$ cat config.mk
export PLATFORM = sky130hd
export DESIGN_NAME = rr_onehot_arbiter
export DESIGN_NICKNAME = d
export VERILOG_FILES = /design/src/rtl/arb_pkg.sv /design/src/rtl/rr_pick.sv /design/src/rtl/rr_onehot_arbiter.sv
export SDC_FILE = /design/constraint.sdc
export NUM_CORES = 1
export LEC_CHECK = 0
export ABC_AREA = 1
export BUFFER_PORTS_ARGS = -buffer_cell sky130_fd_sc_hd__buf_2
export CAP_MARGIN = 20
export CORE_UTILIZATION = 45
export CTS_CLUSTER_SIZE = 8
export DETAILED_ROUTE_END_ITERATION = 7
export HOLD_SLACK_MARGIN = 0.02
export PLACE_DENSITY_LB_ADDON = 0.3
export SETUP_SLACK_MARGIN = 0.3
export SLEW_MARGIN = 20
export SYNTH_ARGS = -nofsm -noshare
export SYNTH_HDL_FRONTEND = slang
export SYNTH_SLANG_ARGS = --single-unit
$ cat constraint.sdc
create_clock -name clk -period 3.4 [get_ports clk]
set_clock_uncertainty 0.05 [all_clocks]
set_input_delay 0 -clock clk [delete_from_list [all_inputs] [get_ports clk]]
set_output_delay 0 -clock clk [all_outputs]
set_load 0.01 [all_outputs]
$ cat src/rtl/arb_pkg.sv
// Shared types and width helpers for the round-robin one-hot arbiter.
package arb_pkg;

  typedef enum logic {
    ST_IDLE  = 1'b0,
    ST_GRANT = 1'b1
  } state_t;

  // Width of a counter or pointer able to hold values 0..n-1, never less than one bit.
  function automatic int unsigned clog2_min1(input int unsigned n);
    int unsigned w;
    w = int'($clog2(n));
    return (w < 32'd1) ? 32'd1 : w;
  endfunction

endpackage

$ cat src/rtl/rr_pick.sv
// Combinational round-robin picker: first set request at or after ptr, wrapping mod N.
module rr_pick
  import arb_pkg::*;
#(
  parameter int unsigned N = 4,
  localparam int unsigned PW = clog2_min1(N)
) (
  input  logic [N-1:0]  req,
  input  logic [PW-1:0] ptr,
  output logic [N-1:0]  pick,
  output logic [PW-1:0] pick_idx,
  output logic          any
);

  logic [N-1:0]  rot;
  logic [N-1:0]  rot_pick;
  logic [PW-1:0] rot_idx;

  // Rotate right by ptr, take the lowest set bit, rotate the winner back left.
  always_comb begin
    int unsigned k;
    rot      = '0;
    rot_pick = '0;
    rot_idx  = '0;
    any      = 1'b0;
    pick     = '0;
    pick_idx = '0;
    k        = 0;
    for (int unsigned i = 0; i < N; i++) begin
      k = i + ptr;
      if (k >= N) k = k - N;
      rot[PW'(i)] = req[PW'(k)];
    end
    for (int unsigned i = 0; i < N; i++) begin
      if (!any && rot[PW'(i)]) begin
        rot_pick[PW'(i)] = 1'b1;
        rot_idx          = PW'(i);
        any              = 1'b1;
      end
    end
    for (int unsigned i = 0; i < N; i++) begin
      k = i + ptr;
      if (k >= N) k = k - N;
      pick[PW'(k)] = rot_pick[PW'(i)];
    end
    k = rot_idx + ptr;
    if (k >= N) k = k - N;
    pick_idx = PW'(k);
  end

endmodule

$ cat src/rtl/rr_onehot_arbiter.sv
// Round-robin arbiter producing a registered one-hot grant, held until
// acknowledged, with a watchdog that force-releases an unacknowledged grant.
module rr_onehot_arbiter
  import arb_pkg::*;
#(
  parameter int unsigned N        = 4,
  parameter int unsigned MAX_HOLD = 15
) (
  input  logic         clk,
  input  logic         rst_n,
  input  logic [N-1:0] req,
  input  logic         gnt_ack,
  output logic [N-1:0] gnt,
  output logic         gnt_valid,
  output logic         timeout
);

  localparam int unsigned PW = clog2_min1(N);
  localparam int unsigned CW = clog2_min1(MAX_HOLD + 1);

  state_t        state;
  logic [PW-1:0] ptr;
  logic [PW-1:0] gnt_idx;
  logic [CW-1:0] hold_cnt;

  logic [PW-1:0] ptr_sel;
  logic [PW-1:0] ptr_after;
  logic [N-1:0]  pick;
  logic [PW-1:0] pick_idx;
  logic          any;
  logic          release_now;

  // Pointer the next grant searches from: the stored pointer when idle,
  // one past the current winner when the current grant is being released.
  always_comb begin
    ptr_after   = (gnt_idx == PW'(N - 1)) ? '0 : gnt_idx + 1'b1;
    ptr_sel     = (state == ST_GRANT) ? ptr_after : ptr;
    release_now = (state == ST_GRANT) &&
                  (gnt_ack || (hold_cnt == CW'(MAX_HOLD - 1)));
  end

  rr_pick #(.N(N)) u_pick (
    .req      (req),
    .ptr      (ptr_sel),
    .pick     (pick),
    .pick_idx (pick_idx),
    .any      (any)
  );

  // Grant FSM with pointer, hold counter and all outputs registered.
  always_ff @(posedge clk or negedge rst_n) begin
    if (!rst_n) begin
      state     <= ST_IDLE;
      ptr       <= '0;
      gnt_idx   <= '0;
      hold_cnt  <= '0;
      gnt       <= '0;
      gnt_valid <= 1'b0;
      timeout   <= 1'b0;
    end else begin
      timeout <= 1'b0;
      case (state)
        ST_IDLE: begin
          if (any) begin
            gnt       <= pick;
            gnt_idx   <= pick_idx;
            gnt_valid <= 1'b1;
            hold_cnt  <= '0;
            state     <= ST_GRANT;
          end
        end
        ST_GRANT: begin
          if (release_now) begin
            // Ack and watchdog share one release path; ack suppresses the pulse.
            ptr      <= ptr_after;
            hold_cnt <= '0;
            timeout  <= ~gnt_ack;
            if (any) begin
              gnt     <= pick;
              gnt_idx <= pick_idx;
            end else begin
              gnt       <= '0;
              gnt_valid <= 1'b0;
              state     <= ST_IDLE;
            end
          end else if (hold_cnt != CW'(MAX_HOLD)) begin
            hold_cnt <= hold_cnt + 1'b1;
          end
        end
        default: state <= ST_IDLE;
      endcase
    end
  end

endmodule

==> results.json <==
{
  "cts_max_level": 1,
  "die_area_mm2": 0.00342,
  "grt_busiest_layer": "met1",
  "clk_pin_slew_ns": 0.09,
  "critical_path_required_ns": 3.53,
  "vias": 1271,
  "critPathKind": "flip-flop to flip-flop",
  "viasPerCell": 4.91,
  "cts_buffers": 3,
  "die_w_um": 58.5,
  "cts_buffer_depth": 2,
  "end_kind": "flip-flop",
  "avgSynthCellArea_um2": 7.37,
  "clockRootBuffer": "clkbuf_4",
  "synthToLayoutAreaGrowth_pct": 12.5,
  "critPathLaunchType": "flip-flop",
  "cts_num_sinks": 15,
  "wl_um": 2930,
  "synth_top_family_by_area": "simple AND/OR/NAND/NOR gates",
  "synthSimpleGateAreaFrac_pct": 48.2,
  "clock_latency_ns": 0.28,
  "rsz0062_at_grt": "no",
  "nFillCells": 324,
  "max_freq_ghz": 0.353,
  "grt.total_usage_pct": 18.6,
  "io_buffers": 12,
  "cap_violations": 0,
  "whs_ns": 0.0937,
  "die_y_um": 58.5,
  "ios": 13,
  "routabilityCongestion": 0.882,
  "synth-compound-area-share_pct": 9.05,
  "synthAdderAreaFrac_pct": 6.96,
  "worstPathMaxFanout": 10,
  "ys_top_cells_by_area": "dfrtp_1 26%, nand2_1 14%, nand3_1 10%, nand2_4 7.0%, ha_1 7.0%",
  "async_flop_share_pct": 100,
  "grt_pass1_wl_um": 4930,
  "grt_max_degree": 16,
  "ys_seq_elements": 15,
  "netlist_instances": 195,
  "slew-limit-headroom_pct": 71.0,
  "yosys_warnings": 0,
  "fp-row-count": 20,
  "synth_top_area_share_pct": 26.1,
  "initial_utilization_pct": 47.1,
  "synthFlopType": "dfrtp_1",
  "syn_nets": 210,
  "core-area_mm2": 0.00305,
  "arrival_ns": 2.96,
  "worstHoldPathType": "primary input to async pin",
  "outcome": "complete, no violations",
  "antenna_found_initial": 0,
  "syn_area_mm2": 0.00144,
  "initialDrtViolationCount": 48,
  "synth.distinct_cells": 30,
  "dr.pass1.iters": 4,
  "yosysTopAreaCell": "dfrtp_1",
  "fin_crit_sh_pct": 83.4,
  "synth-xor-area-share_pct": 1.22,
  "finalHoldViolations": 0,
  "met2_usage_pct": 27.4,
  "nNetsFinal": 231,
  "synth_edf_count": 0,
  "grt_pass1_vias": 1067,
  "drt_drc_violations_left": 0,
  "antenna_left": 0,
  "setup-tns-final_ns": 0,
  "drive_above_1_share_pct": 28.4,
  "min_period_ns": 2.84,
  "wl_per_cell_um": 11.3,
  "grt_util_met1_pct": 28.2,
  "setup_viol": 0,
  "drv_slew": 0,
  "ys_seq_area_share_pct": 26.1,
  "tightest_slew_ns": 0.435,
  "gr-usage-met3_pct": 3.30,
  "num_antenna_cells": 0,
  "dp.final_hpwl_um": 2270,
  "cts_tree": "built",
  "synthMuxAreaShare_pct": 0,
  "overflow": 0
}
## kinds of logic (layout without fill, tap and decap cells)
group	after synthesis	after routing
simple gates	122	122
buf+inv	26	46
compound gates	22	22
flops	15	15
fa+ha+maj	8	8
xor+xnor	2	2
## sequential cells by signal (all words and copies together), names as in the netlist
signal     count
gnt            4
hold_cnt       4
gnt_idx        2
ptr            2
gnt_valid      1
state          1
timeout        1
## synthesized netlist by cell type (2+ instances only)
cell type / instances
o21ai_2: 3
nand2_1: 53
nand2_8: 2
o21ai_0: 6
nor2_1: 7
ha_1: 8
nand3_1: 30
nand2_2: 11
nand2_4: 9
inv_1: 18
dfrtp_1: 15
buf_6: 2
nand3_2: 4
inv_2: 4
o21ai_1: 3
a21oi_1: 6
## metrics by stage
| stage | area (um^2) | setup slack [ns] | utilization, % | std cells |
|---|---|---|---|---|
| 5_1_grt | 1620 | 0.291 | 53.0 | 259 |
| 3_5_place_dp | 1530 | 0.370 | 50.1 | 249 |
| 6_report | 1620 | 0.564 | 53.0 | 259 |
| 3_3_place_gp | 1530 | 0.474 | 50.1 | 249 |
| 2_1_floorplan | 1440 | 0.803 | - | 195 |
| 4_1_cts | 1580 | 0.358 | 51.7 | 255 |
## per-layer routing
metal | up-vias | share of wire (%) | wire [um]
li1 | 676 | - | -
met4 | 0 | 0.68 | 20
met3 | 2 | 2.5 | 72
met2 | 16 | 45 | 1320
met5 | - | 0 | 0
met1 | 577 | 52 | 1520
## worst paths after layout
| check | depth (start not counted) | start | endpoint | slack, ns |
|---|---|---|---|---|
| max in group asynchronous | 2 | rst_n | gnt_idx[1] | 2.95 |
| worst max register to register | 17 | gnt_idx[0] | hold_cnt[3] | 0.56 |
| min in group clk | 5 | req[3] | gnt[3] | 0.14 |
| worst min-delay path | 2 | rst_n | hold_cnt[3] | 0.09 |
| worst min register to register | 2 | gnt[2] | gnt[2] | 0.43 |
| worst max-delay path | 17 | gnt_idx[0] | hold_cnt[3] | 0.56 |
## final cells by class
type | count | area (um^2) | area share [%]
inverter | 24 | 101 | 6.26
multi-input combinational | 154 | 948 | 58.6
timing repair buffer | 18 | 110 | 6.81
tap | 44 | 55.1 | 3.40
clock inverter | 1 | 5.00 | 0.309
clock buffer | 3 | 22.5 | 1.39
sequential | 15 | 375 | 23.2
## worst max-delay path, stage by stage, from the launching register on
cell,delay [ns]
dfrtp_1,0.44
ha_1,0.32
nand2_1,0.09
nand2_4,0.15
inv_4,0.08
ha_1,0.31
inv_1,0.08
nand3_1,0.09
nand2_2,0.11
nor2_8,0.06
nand3_2,0.08
inv_1,0.06
ha_1,0.18
a31oi_1,0.18
inv_1,0.12
nor2_1,0.13
xnor2_1,0.13
a21oi_1,0.06
## cells in the final DEF, fill, tap and decap left out, types with 2 or more instances in the layout
cell | Yosys | layout
nand2_1 | 53 | 53
nand3_1 | 30 | 30
inv_1 | 18 | 18
dfrtp_1 | 15 | 15
buf_2 | 0 | 12
nand2_4 | 9 | 10
nand2_2 | 11 | 10
nor2_1 | 7 | 7
ha_1 | 8 | 7
o21ai_0 | 6 | 6
a21oi_1 | 6 | 6
nand3_2 | 4 | 4
buf_4 | 0 | 4
inv_2 | 4 | 3
o21ai_1 | 3 | 3
o21ai_2 | 3 | 3
clkbuf_4 | 0 | 3
nand2_8 | 2 | 2
clkinv_2 | 1 | 2
dlygate4sd3_1 | 0 | 2
## what timing repair did
action / CTS / global route
setup endpoints to repair: 0 / 4
hold endpoints to repair: 16 / 0
hold buffers: 2 / 0
setup buffers: 0 / 4
gates resized for setup: 0 / 3
Power is not shown: default switching activity piles up to over one toggle a cycle in this logic, so the estimate is an artifact.
